[src/rtl/regfile_wport_sched_pkg.sv]
// Shared types for the register-file write-port scheduler.
// Latency: n/a (types, constants and a helper only).
// Backpressure: n/a.
package regfile_wport_sched_pkg;

    localparam int XLEN  = 32;
    localparam int REG_W = 5;
    localparam int NREG  = 32;

    // One completed long-latency result waiting for the write port.
    typedef struct packed {
        logic [REG_W-1:0] rd;
        logic [XLEN-1:0]  data;
    } ll_entry_t;

    localparam int LL_ENTRY_W = $bits(ll_entry_t);

    // One-hot register mask, used to rebuild the pending vector.
    function automatic logic [NREG-1:0] rd_onehot(input logic [REG_W-1:0] rd);
        logic [NREG-1:0] m;
        m     = '0;
        m[rd] = 1'b1;
        return m;
    endfunction

endpackage

[src/rtl/regfile_wport_sched_sync_fifo.sv]
// Generic synchronous FIFO with wrap-bit pointers and per-slot valid/tag view.
// Latency: pushed entry visible at the head one cycle after the push edge (no bypass).
// Backpressure: caller must gate push with ~full_o and pop with ~empty_o.
module sync_fifo #(
    parameter int DEPTH = 2,
    parameter int WIDTH = 8,
    parameter int TAG_W = 1
) (
    input  logic                                    clk,
    input  logic                                    rst,
    input  logic                                    push_i,
    input  logic [WIDTH-1:0]                        push_dat_i,
    input  logic                                    pop_i,
    output logic [WIDTH-1:0]                        head_dat_o,
    output logic [$clog2(DEPTH)-1:0]                head_idx_o,
    output logic                                    full_o,
    output logic                                    empty_o,
    output logic [DEPTH-1:0]                        ent_vld_o,
    output logic [DEPTH-1:0][TAG_W-1:0]             ent_tag_o
);

    localparam int AW = $clog2(DEPTH);

    logic [DEPTH-1:0][WIDTH-1:0] mem_q;
    logic [AW:0]                 wr_q, wr_d;
    logic [AW:0]                 rd_q, rd_d;
    logic [AW:0]                 count;
    logic [AW-1:0]               off;

    assign wr_d       = push_i ? wr_q + 1'b1 : wr_q;
    assign rd_d       = pop_i  ? rd_q + 1'b1 : rd_q;
    assign count      = wr_q - rd_q;
    assign empty_o    = (wr_q == rd_q);
    assign full_o     = (wr_q[AW] != rd_q[AW]) && (wr_q[AW-1:0] == rd_q[AW-1:0]);
    assign head_idx_o = rd_q[AW-1:0];
    assign head_dat_o = mem_q[rd_q[AW-1:0]];

    // Slot i holds a live entry when its distance from the head is below the occupancy.
    always_comb begin
        ent_vld_o = '0;
        ent_tag_o = '0;
        off       = '0;
        for (int i = 0; i < DEPTH; i++) begin
            off          = AW'(i) - rd_q[AW-1:0];
            ent_vld_o[i] = ({1'b0, off} < count);
            ent_tag_o[i] = mem_q[i][WIDTH-1 -: TAG_W];
        end
    end

    // Pointer registers; reset discards every stored entry at once.
    always_ff @(posedge clk or negedge rst) begin
        if (!rst) begin
            wr_q <= '0;
            rd_q <= '0;
        end else begin
            wr_q <= wr_d;
            rd_q <= rd_d;
        end
    end

    // Storage array; contents are meaningless outside the valid window.
    always_ff @(posedge clk) begin
        if (push_i) begin
            mem_q[wr_q[AW-1:0]] <= push_dat_i;
        end
    end

endmodule

[src/rtl/regfile_wport_sched.sv]
// Shares the single RF write port between write-back (priority) and queued mul/div results.
// Latency: write-back passes combinationally; queued result writes >=1 cycle after its push.
// Backpressure: ll_ready = ~full; w_hold asks upstream for a write-back bubble on starvation.
module regfile_wport_sched
    import regfile_wport_sched_pkg::*;
#(
    parameter int DEPTH      = 2,
    parameter int STARVE_MAX = 7
) (
    input  logic             clk,
    input  logic             rst,
    input  logic             w_wen,
    input  logic [REG_W-1:0] w_rd,
    input  logic [XLEN-1:0]  w_wdata,
    input  logic             ll_valid,
    output logic             ll_ready,
    input  logic [REG_W-1:0] ll_rd,
    input  logic [XLEN-1:0]  ll_wdata,
    input  logic             iss_valid,
    input  logic [REG_W-1:0] iss_rd,
    input  logic             flush,
    input  logic [REG_W-1:0] q_rs1,
    input  logic [REG_W-1:0] q_rs2,
    input  logic [REG_W-1:0] q_rd,
    output logic             hz_rs1,
    output logic             hz_rs2,
    output logic             hz_rd,
    output logic             rf_wen,
    output logic [REG_W-1:0] rf_rd,
    output logic [XLEN-1:0]  rf_wdata,
    output logic             w_hold
);

    localparam int AW    = $clog2(DEPTH);
    localparam int CNT_W = ($clog2(STARVE_MAX + 1) > 3) ? $clog2(STARVE_MAX + 1) : 3;

    logic                         fifo_full;
    logic                         fifo_empty;
    logic                         fifo_push;
    logic                         fifo_pop;
    ll_entry_t                    push_ent;
    logic [LL_ENTRY_W-1:0]        head_dat;
    ll_entry_t                    head;
    logic [AW-1:0]                head_idx;
    logic [DEPTH-1:0]             ent_vld;
    logic [DEPTH-1:0][REG_W-1:0]  ent_rd;
    logic [NREG-1:0]              flush_map;
    logic [NREG-1:0]              busy_q, busy_d;
    logic [CNT_W-1:0]             cnt_q, cnt_d;
    logic                         hold_q, hold_d;
    logic [REG_W-1:0]             sel_rd;

    assign push_ent  = '{rd: ll_rd, data: ll_wdata};
    assign ll_ready  = ~fifo_full;
    assign fifo_push = ll_valid & ~fifo_full;
    assign fifo_pop  = ~w_wen & ~fifo_empty;
    assign head      = ll_entry_t'(head_dat);

    sync_fifo #(
        .DEPTH (DEPTH),
        .WIDTH (LL_ENTRY_W),
        .TAG_W (REG_W)
    ) u_fifo (
        .clk        (clk),
        .rst        (rst),
        .push_i     (fifo_push),
        .push_dat_i (push_ent),
        .pop_i      (fifo_pop),
        .head_dat_o (head_dat),
        .head_idx_o (head_idx),
        .full_o     (fifo_full),
        .empty_o    (fifo_empty),
        .ent_vld_o  (ent_vld),
        .ent_tag_o  (ent_rd)
    );

    // Port mux: write-back wins, otherwise the FIFO head; x0 writes are suppressed.
    always_comb begin
        sel_rd   = w_rd;
        rf_wdata = w_wdata;
        if (!w_wen) begin
            sel_rd   = head.rd;
            rf_wdata = head.data;
        end
        rf_rd  = sel_rd;
        rf_wen = (w_wen | ~fifo_empty) & (sel_rd != '0);
    end

    // Pending map of what will still be queued after this edge, for flush recovery.
    always_comb begin
        flush_map = '0;
        for (int i = 0; i < DEPTH; i++) begin
            if (ent_vld[i] && !(fifo_pop && (head_idx == AW'(i)))) begin
                flush_map = flush_map | rd_onehot(ent_rd[i]);
            end
        end
        if (fifo_push) begin
            flush_map = flush_map | rd_onehot(ll_rd);
        end
    end

    // Scoreboard next state: flush rebuilds; otherwise drain clears and issue sets (set wins).
    always_comb begin
        if (flush) begin
            busy_d = flush_map;
        end else begin
            busy_d = busy_q;
            if (fifo_pop) begin
                busy_d[head.rd] = 1'b0;
            end
            if (iss_valid && (iss_rd != '0)) begin
                busy_d[iss_rd] = 1'b1;
            end
        end
        busy_d[0] = 1'b0;
    end

    // Starvation counter: counts queued-but-blocked cycles, fires a one-cycle hold at the limit.
    always_comb begin
        cnt_d  = cnt_q;
        hold_d = 1'b0;
        if (cnt_q == CNT_W'(STARVE_MAX)) begin
            cnt_d  = '0;
            hold_d = 1'b1;
        end else if (fifo_empty || fifo_pop) begin
            cnt_d = '0;
        end else if (w_wen) begin
            cnt_d = cnt_q + 1'b1;
        end
    end

    // State registers.
    always_ff @(posedge clk or negedge rst) begin
        if (!rst) begin
            busy_q <= '0;
            cnt_q  <= '0;
            hold_q <= 1'b0;
        end else begin
            busy_q <= busy_d;
            cnt_q  <= cnt_d;
            hold_q <= hold_d;
        end
    end

    assign w_hold = hold_q;
    assign hz_rs1 = busy_q[q_rs1] & (q_rs1 != '0);
    assign hz_rs2 = busy_q[q_rs2] & (q_rs2 != '0);
    assign hz_rd  = busy_q[q_rd]  & (q_rd  != '0);

endmodule

[config.mk]
export PLATFORM = sky130hd
export DESIGN_NAME = regfile_wport_sched
export DESIGN_NICKNAME = d
export VERILOG_FILES = /design/src/rtl/regfile_wport_sched_pkg.sv /design/src/rtl/regfile_wport_sched_sync_fifo.sv /design/src/rtl/regfile_wport_sched.sv
export SDC_FILE = /design/constraint.sdc
export NUM_CORES = 1
export LEC_CHECK = 0
export CAP_MARGIN = 5
export CORE_MARGIN = 5
export CORE_UTILIZATION = 30
export CTS_CLUSTER_DIAMETER = 30
export DETAILED_ROUTE_END_ITERATION = 8
export PLACE_DENSITY = 0.62
export SYNTH_ARGS = -nofsm -noshare
export SYNTH_HDL_FRONTEND = slang
export SYNTH_SLANG_ARGS = --single-unit
[constraint.sdc]
create_clock -name clk -period 4.1 [get_ports clk]
set_clock_uncertainty 0.05 [all_clocks]
set_input_delay 0.82 -clock clk [delete_from_list [all_inputs] [get_ports clk]]
set_output_delay 0.82 -clock clk [all_outputs]
set_load 0.02 [all_outputs]
# Yosys cells after proc, flatten, opt, wreduce, memory -nomap -nowiden
# Cells that the tools add are included.
[op_classes]
addsub = 6
magnitude_cmp = 18
n_eq_ne = 4
mux = 34
bitwise = 16
n_reduce_logical = 21
[ops]
columns = ["cell", "count"]
rows = [
  ["$mux 32", 8],
  ["$mux 37", 3],
  ["$or 32x32->32", 3],
  ["$bwmux 74", 1],
  ["$lt 5x6->1 const B", 8],
  ["$demux 37 s1", 1],
  ["$and 32x32->32", 1],
  ["$not 32->32", 1],
  ["$demux 1 s5", 5],
  ["$ge 5x1->1 const B", 5],
  ["$reduce_bool 5->1", 5],
  ["$bmux 1 s5", 3],
  ["$logic_and 1x1->1", 12],
  ["$mux 1", 9],
  ["$mux 3", 3],
  ["$and 1x1->1", 6],
  ["$mux 5", 1],
  ["$add 2x1->2 const B", 2],
  ["$lt 1x2->1", 2],
  ["$lt 1x2->1 const B", 2],
  ["$not 1->1", 4],
  ["$add 3x1->3 const B", 1],
  ["$eq 3x3->1 const B", 1],
  ["$reduce_bool 3->1", 1],
  ["other kinds (9)", 11],
]
[word_totals]
ff_bits = 113
in_bits = 100
out_inout_bits = 43
wordCells = 106

# Logic depth before layout (Yosys ltp)
# Gate-level depths: netlist of the first run.
[logic_depth]
depth_word = 13
mapped_depth = 9

# Cells and area by module
# Synthesis of the first run repeated with hierarchy kept, for this count alone.
[unflattened]
cells_unflattened = 589
hier_area_um2 = 7000.5
[modules_own_cells]
columns = ["mod", "n_inst", "cells_each", "area_each_um2", "seq_area_each_um2"]
rows = [
  ["regfile_wport_sched", 1, 441, 3987.6, 875.8],
  ["sync_fifo", 1, 148, 3012.9, 2322.2],
]

# Worst setup path before layout of the first run
# OpenSTA, ideal clock, no wires.
[synth_timing]
path_type = "reg-to-reg"
from = "reg u_fifo.rd_q[0]"
to = "reg u_fifo.mem_q (netlist bit u_fifo.ent_tag_o[5]) (enable)"
setup_ns = 0.434
arrival_ns = 3.284
required_ns = 3.616
setup_slack_ns = 0.332
path_stages_with_launch = 9
cell_sequence = "dfrtp_1 -> buf_4 -> inv_1 -> ha_1 -> clkbuf_2 -> nor2b_4 -> inv_1 -> nand2_1 -> nor2_1"
[synth_between]
elab_chain_cells = 4
[synth_lines]
columns = ["element", "line_no", "rtl"]
rows = [
  ["start, declared", "regfile_wport_sched_sync_fifo.sv:26", "logic [AW:0] rd_q, rd_d;"],
  ["start signal, assigned", "regfile_wport_sched_sync_fifo.sv:57", "rd_q <= rd_d;"],
  ["$eq 1x1->1", "regfile_wport_sched_sync_fifo.sv:34", "assign full_o = (wr_q[AW] != rd_q[AW]) && (wr_q[AW-1:0] == rd_q[AW-1:0]);"],
  ["$logic_and 1x1->1", "regfile_wport_sched_sync_fifo.sv:34", ""],
  ["$not 1->1", "n/a", ""],
  ["named net ll_ready", "regfile_wport_sched.sv:16", "output logic ll_ready,"],
  ["$and 1x1->1", "regfile_wport_sched.sv:55", "assign fifo_push = ll_valid & ~fifo_full;"],
  ["end signal, assigned by index", "regfile_wport_sched_sync_fifo.sv:64", "mem_q[wr_q[AW-1:0]] <= push_dat_i;"],
  ["end, declared", "regfile_wport_sched_sync_fifo.sv:24", "logic [DEPTH-1:0][WIDTH-1:0] mem_q;"],
]
# The timed path passes the listed nets, and every way through them passes these cells.
# A chain may end at the register's enable or synchronous reset.

# Worst setup path in the final report of the first run
[layout_timing]
from = "in q_rs1[3]"
to = "out hz_rs1"
[layout_between]
elab_chain_cells = 3
word_cells_on_any_way = 4
[layout_lines]
columns = ["element", "line_no", "rtl"]
rows = [
  ["start, declared", "regfile_wport_sched.sv:22", "input logic [REG_W-1:0] q_rs1,"],
  ["$bmux 1 s5", "regfile_wport_sched.sv:146", "assign hz_rs1 = busy_q[q_rs1] & (q_rs1 != '0);"],
  ["$mux 1 (not written as such)", "regfile_wport_sched.sv:146", ""],
  ["$and 1x1->1 *", "regfile_wport_sched.sv:146", ""],
  ["end, declared", "regfile_wport_sched.sv:25", "output logic hz_rs1,"],
]
# Every way passes the cells marked *; elsewhere a longest branch is shown, timed or not. The select of a mux whose other input is x is not followed.

==> impl_metrics.env, run 1 <==
export IMPL_max_stage_delay_ps=660
export IMPL_synth_edff_count=74
export IMPL_ys_flop_type="edfxtp_1"
export IMPL_worstPathArrival_ps=3120
export IMPL_port_buffers=142
export IMPL_area_growth_synth_to_final_pct=33.1
export IMPL_met1_usage_pct=22.4
export IMPL_final_min_clock_period_ps=3990
export IMPL_drive_gt1_share_pct=10.9
export IMPL_netlist_area_leader_share_pct=31.3
export IMPL_cp_start_kind="primary input"
export IMPL_rsz0062_at_grt="false"
export IMPL_p_leak_nw=3.44
export IMPL_clkTransAtPathRegs_ps=50
export IMPL_drtPass1Iterations=5
export IMPL_synth_common_cells="95 x nand2_1, 74 x edfxtp_1, 56 x mux2i_1, 44 x a21oi_1, 44 x o21ai_0"
export IMPL_grt_pass1_wl_um=34900
export IMPL_power_density_nw_per_um2=599
export IMPL_n_antenna_cell=0
export IMPL_synthCells=690
export IMPL_synth_area_leaders="edfxtp_1 31%, dfrtp_1 14%, mux2i_1 7.9%, nand2_1 5.0%, a21oi_1 3.1%"
export IMPL_antenna_found_initial=1
export IMPL_die_area_um2=26800
export IMPL_rows=56
export IMPL_pre_cts_ws_ps=73.6
export IMPL_yosysMostFrequentCell="nand2_1"
export IMPL_use_met2_pct=25.8
export IMPL_dp_cells=1124
export IMPL_cts_tree="built"
export IMPL_cts_htree_levels=4
export IMPL_max_freq_mhz=251
export IMPL_start_util_pct=30.3
export IMPL_core_area_um2=23400
export IMPL_crit_slowest_cell="clkdlybuf4s50_1"
export IMPL_use_met3_pct=5.70
export IMPL_cp_cell_sequence="clkdlybuf4s50_1, mux2_2, o2bb2ai_1, nor4_1, or4_1, nand3_1, clkdlybuf4s50_1"
export IMPL_clk_latency_ps=420
export IMPL_ant_nets=0
export IMPL_postLayoutSetupSlackWorst_ps=110
export IMPL_path_common_cell="clkdlybuf4s50_1"
export IMPL_wirelength_um=22700
export IMPL_crit_type="primary input to output port"
export IMPL_cts_sinks=113
export IMPL_tightest_slew_ps=930
export IMPL_relSlewSlack_pct=38.0
export IMPL_period_share_pct=97.3
export IMPL_final_nets=929
export IMPL_cts_root_buffer="clkbuf_16"
export IMPL_syn_area_um2=7100
export IMPL_cp_required_ps=3230
export IMPL_synthDistinctLibCells=66
export IMPL_grt_max_degree=45
export IMPL_die_h_um=164
export IMPL_drtIter0Drc=708
export IMPL_routabilityCongestion=0.920
export IMPL_outcome="complete, no violations"
export IMPL_report_final_slew_viol_count=0
export IMPL_grt_usage_pct=16.9
export IMPL_synth_yosys_warnings=0
export IMPL_synth_async_sr_flop_share_pct=34.5
export IMPL_finalSetupTns_ps=0
export IMPL_crit_path_max_fanout=9
export IMPL_synth_fp_nets=795
export IMPL_final_cells=1155
export IMPL_syn_area_per_cell_um2=10.3
export IMPL_drc_errors=0
export IMPL_grt_overflow_total=0
export IMPL_grt_busiest_layer="met2"
export IMPL_maxCapViolCount=0
export IMPL_wl_per_cell_um=19.6
export IMPL_dp_hpwl_um=17200
export IMPL_irDropWorstVdd_uv=339
export IMPL_viasPerCell=5.45
export IMPL_hold_violations=0
export IMPL_cts_max_path_buffers=2
export IMPL_synth_largest_area_cell="edfxtp_1"
export IMPL_r2r_setup_slack_ps=1080
export IMPL_ys_seq_area_share_pct=45.1
export IMPL_cts_buffers=17
export IMPL_end_kind="output port"
export IMPL_die_w_um=164
export IMPL_ys_seq_elements=113
export IMPL_pin_count=143
export IMPL_fillers=2321
export IMPL_vias=6294
export IMPL_min_path_type="flip-flop to flip-flop"
export IMPL_first_global_vias=6184
export IMPL_finalSetupViolations=0
==> what timing repair did <==
item | CTS | global route
hold buffers | 0 | 0
buffers inserted | 0 | 0
endpoints found under the setup margin | 0 | 2
resized for setup | 0 | 3
==> per-layer routing <==
metal	up-vias	routed length, µm
li1	2948	-
met4	2	560
met2	328	10100
met3	44	2180
met1	2972	9850
met5	-	11
==> worst paths after layout <==
kind                           startpoint  cells after the start                to
max in group asynchronous             rst                      1    u_fifo.rd_q[0]
setup / recovery                 q_rs1[3]                      7            hz_rs1
setup reg to reg           u_fifo.rd_q[0]                      7  u_fifo.mem_q[42]
hold reg to reg                  cnt_q[0]                      1          cnt_q[0]
hold / removal                   cnt_q[0]                      1          cnt_q[0]
min in group asynchronous             rst                      1          cnt_q[0]
==> layout make-up <==
cell class              instances  area, µm²  area share, %
multi-input cells             518       3650           38.6
flip-flops and latches        113       3200           33.9
repair buffers                164       1590           16.8
clock buffers                  18        429           4.54
well taps                     319        399           4.22
clock inverters                13        140           1.48
inverters                      10       37.5          0.397
==> power by group <==
group          switching (mW)  internal, mW
Clock                   0.523         0.889
Sequential              0.293          1.59
Combinational            1.42         0.951
Total                    2.23          3.43
==> cells by family after synthesis <==
| kind of cell | count (synthesis) | synth area share (%) |
|---|---|---|
| AOI/OAI and AO/OA | 203 | 20.8 |
| xor gates and xnor gates | 5 | 0.882 |
| adders and majority gates | 5 | 0.882 |
| buffers and inverters | 59 | 3.70 |
| DFF | 113 | 45.1 |
| muxes | 73 | 11.5 |
| and+or+nand+nor | 232 | 17.1 |
==> flip-flops by register name, indices dropped and copies added (netlist names) <==
signal and flops:
cnt_q 3, u_fifo.rd_q 2, w_hold 1, u_fifo.ent_tag_o 10, busy_q 31, u_fifo.wr_q 2
u_fifo.mem_q 64
==> worst max-delay path: cells and delay by family <==
| kind | cells | cell delay (ps) |
|---|---|---|
| buf+inv | 2 | 1280 |
| simple gates | 3 | 690 |
| compound gates | 1 | 120 |
| mux | 1 | 210 |
==> layout by cell type (no fill, tap or decap), drive strengths merged, types with 4 or more instances in the layout <==
master         netlist  routed
clkdlybuf4s50        0     136
nand2               95      95
edfxtp              74      74
mux2i               56      56
o21ai               45      45
a21oi               44      44
dfrtp               39      39
buf                 24      25
nor2                23      23
a221o               22      22
nand3               22      22
nor2b               19      19
clkbuf              25      18
o21a                14      14
a221oi              12      12
mux2                11      11
inv                 10      11
nor3b               11      11
nor3                11      11
a22oi               10      10
nand2b               9       9
and3b                8       8
a32oi                8       8
nor4                 8       8
a41oi                7       7
clkinv               0       7
nand4                6       6
mux4                 6       6
a2bb2oi              5       5
a31oi                5       5
ha                   5       5
and3                 5       5
o2bb2ai              5       5
and2                 4       4
o221ai               4       4
xnor2                4       4
==> per-stage QoR <==
step | util, % | total power [mW] | instance area (µm²) | hold WS (ps)
5_1_grt | 40.4 | 5.95 | 9450 | 391
4_1_cts | 40.3 | 5.68 | 9440 | 388
3_5_place_dp | 37.9 | 4.25 | 8870 | 372
2_1_floorplan | - | 3.36 | 7100 | 359
6_report | 40.4 | 5.66 | 9450 | 384
3_3_place_gp | 37.9 | 4.24 | 8870 | 374
(Power assumes the default switching activity.)
==> inputs of run 2 (changes only) <==
--- a/config.mk
+++ b/config.mk
@@ -8,9 +8,12 @@
 export CAP_MARGIN = 5
 export CORE_MARGIN = 5
 export CORE_UTILIZATION = 30
+export CTS_BUF_LIST = sky130_fd_sc_hd__clkbuf_8
 export CTS_CLUSTER_DIAMETER = 30
 export DETAILED_ROUTE_END_ITERATION = 8
 export PLACE_DENSITY = 0.62
+export REMOVE_ABC_BUFFERS = 1
 export SYNTH_ARGS = -nofsm -noshare
 export SYNTH_HDL_FRONTEND = slang
 export SYNTH_SLANG_ARGS = --single-unit
+export TNS_END_PERCENT = 100
==> impl_metrics.env, run 2 (synthesis results as in run 1) <==
export IMPL_reg2reg_depth=7
export IMPL_first_global_vias=6192
export IMPL_crit_path_max_fanout=7
export IMPL_grt_pass1_wl_um=35700
export IMPL_rows=56
export IMPL_final_area_um2=9300
export IMPL_cts_buffers=17
export IMPL_hold_violations=0
export IMPL_grt_usage_pct=17.3
export IMPL_power_density_nw_per_um2=582
export IMPL_r2r_start="u_fifo.rd_q[0]"
export IMPL_cp_start_kind="primary input"
export IMPL_cts_htree_levels=4
export IMPL_worstPathArrival_ps=3150
export IMPL_min_path_type="flip-flop to flip-flop"
export IMPL_dp_hpwl_um=17100
export IMPL_largest_reg_flops=64
export IMPL_final_common_cell="clkdlybuf4s50_1"
export IMPL_r2r_setup_slack_ps=1300
export IMPL_rsz0062_at_grt="false"
export IMPL_die_w_um=164
export IMPL_final_min_clock_period_ps=4020
export IMPL_hold_depth=1
export IMPL_ant_nets=0
export IMPL_relSlewSlack_pct=31.0
export IMPL_whs_ps=390
export IMPL_pin_count=143
export IMPL_n_antenna_cell=0
export IMPL_cts_sinks=113
export IMPL_drtIter0Drc=736
export IMPL_fin_util_pct=39.7
export IMPL_final_cells=1153
export IMPL_holdPathEnd="cnt_q[0]"
export IMPL_outcome="complete, no violations"
export IMPL_crit_slowest_cell="clkdlybuf4s50_1"
export IMPL_postLayoutSetupSlackWorst_ps=76.0
export IMPL_viasPerCell=5.43
export IMPL_report_final_slew_viol_count=0
export IMPL_critical_path_n_buffers_inverters=2
export IMPL_p_leak_nw=3.36
export IMPL_hold_buffers=0
export IMPL_clk_latency_ps=450
export IMPL_cts_max_path_buffers=2
export IMPL_die_h_um=164
export IMPL_drc_errors=0
export IMPL_place_area_um2=8860
export IMPL_final_cell_mix="137 x clkdlybuf4s50_1, 95 x nand2_1, 74 x edfxtp_1"
export IMPL_vias=6264
export IMPL_antenna_found_initial=0
export IMPL_final_nets=927
export IMPL_cp_required_ps=3230
export IMPL_timing_rr_end="u_fifo.mem_q[54]"
export IMPL_cts_root_buffer="clkbuf_8"
export IMPL_path_common_cell="clkdlybuf4s50_1"
export IMPL_period_share_pct=98.1
export IMPL_maxCapViolCount=0
export IMPL_grt_max_degree=61
export IMPL_critPathTopFamily="buffers and inverters"
export IMPL_area_growth_synth_to_final_pct=31.0
export IMPL_start_util_pct=30.3
export IMPL_grt_overflow_total=0
export IMPL_min_from="cnt_q[0]"
export IMPL_end_kind="output port"
export IMPL_wl_per_cell_um=19.9
export IMPL_dp_cells=1122
export IMPL_core_area_um2=23400
export IMPL_tightest_slew_ps=1030
export IMPL_cts_tree="built"
export IMPL_cp_cell_sequence="clkdlybuf4s50_1, nor2b_1, and3b_1, nor4_1, or4_1, nand3_1, clkdlybuf4s50_1"
export IMPL_max_freq_mhz=249
export IMPL_pre_cts_ws_ps=97.9
export IMPL_drive_gt1_share_pct=10.9
export IMPL_irDropWorstVdd_uv=345
export IMPL_max_stage_delay_ps=620
export IMPL_die_area_um2=26800
export IMPL_crit_type="primary input to output port"
export IMPL_wirelength_um=23000
export IMPL_finalSetupViolations=0
export IMPL_drtPass1Iterations=6
export IMPL_clkTransAtPathRegs_ps=70
export IMPL_routabilityCongestion=0.939
export IMPL_port_buffers=142
[run 2: cell types whose count changed in the layout (fill, tap and decap cells not counted), sizes merged]
cell and change:
clkinv -5, inv +4, buf -2, bufinv +2
clkbuf -1, clkdlybuf4s50 +1, dlymetal6s2s -1
[run 2: stage by stage]
stage	setup TNS [ps]	total power [mW]
floorplan	-77740	3.29
global placement	0	4.24
detailed placement	0	4.25
CTS	0	5.45
global route	0	5.72
finish	0	5.41
[run 2: what timing repair did]
item | CTS | global route
endpoints found under the setup margin | 0 | 1
gates resized for setup | 0 | 2
setup buffers | 0 | 0
[run 2: layout make-up]
class | count | area, µm²
clock buffer | 17 | 234
clock inverter | 14 | 204
fill | 2359 | 14100
inverter | 10 | 37.5
multi-input combinational | 518 | 3650
sequential | 113 | 3200
tap | 319 | 399
timing repair buffer | 162 | 1570
[run 2: worst max-delay path by stage]
stage / start / end / slack [ps] / cells past startpoint
6_report: q_rs1[2] / hz_rs1 / 80 / 7
3_3_place_gp: q_rd[0] / hz_rd / 80 / 7
5_1_grt: q_rs1[2] / hz_rs1 / 3 / 7
4_1_cts: q_rd[0] / hz_rd / 90 / 7
3_5_place_dp: q_rs1[2] / hz_rs1 / 100 / 7
2_1_floorplan: u_fifo.rd_q[0] / u_fifo.ent_tag_o[5] / -1070 / 6
[run 2: power by group]
part           internal (mW)  total (mW)  switching [mW]
clock network          0.669        1.18           0.513
logic                  0.953        2.36            1.41
registers               1.58        1.87           0.285
[run 2: layer usage]
metal / global-route usage [%] / vias up / wire length [µm]
met5: 0 / - / 0
met1: 23.2 / 2926 / 9980
met3: 6.20 / 39 / 2530
li1: - / 2935 / -
met2: 26.1 / 364 / 9990
met4: 5.30 / 0 / 491
==> inputs of run 3 (changes only) <==
--- a/config.mk
+++ b/config.mk
@@ -9,7 +9,7 @@
 export CORE_MARGIN = 5
 export CORE_UTILIZATION = 30
 export CTS_BUF_LIST = sky130_fd_sc_hd__clkbuf_8
-export CTS_CLUSTER_DIAMETER = 30
+export CTS_CLUSTER_DIAMETER = 40
 export DETAILED_ROUTE_END_ITERATION = 8
 export PLACE_DENSITY = 0.62
 export REMOVE_ABC_BUFFERS = 1
==> results of run 3 <==
The final DEF is identical to that of run 2; final timing and power are the same.
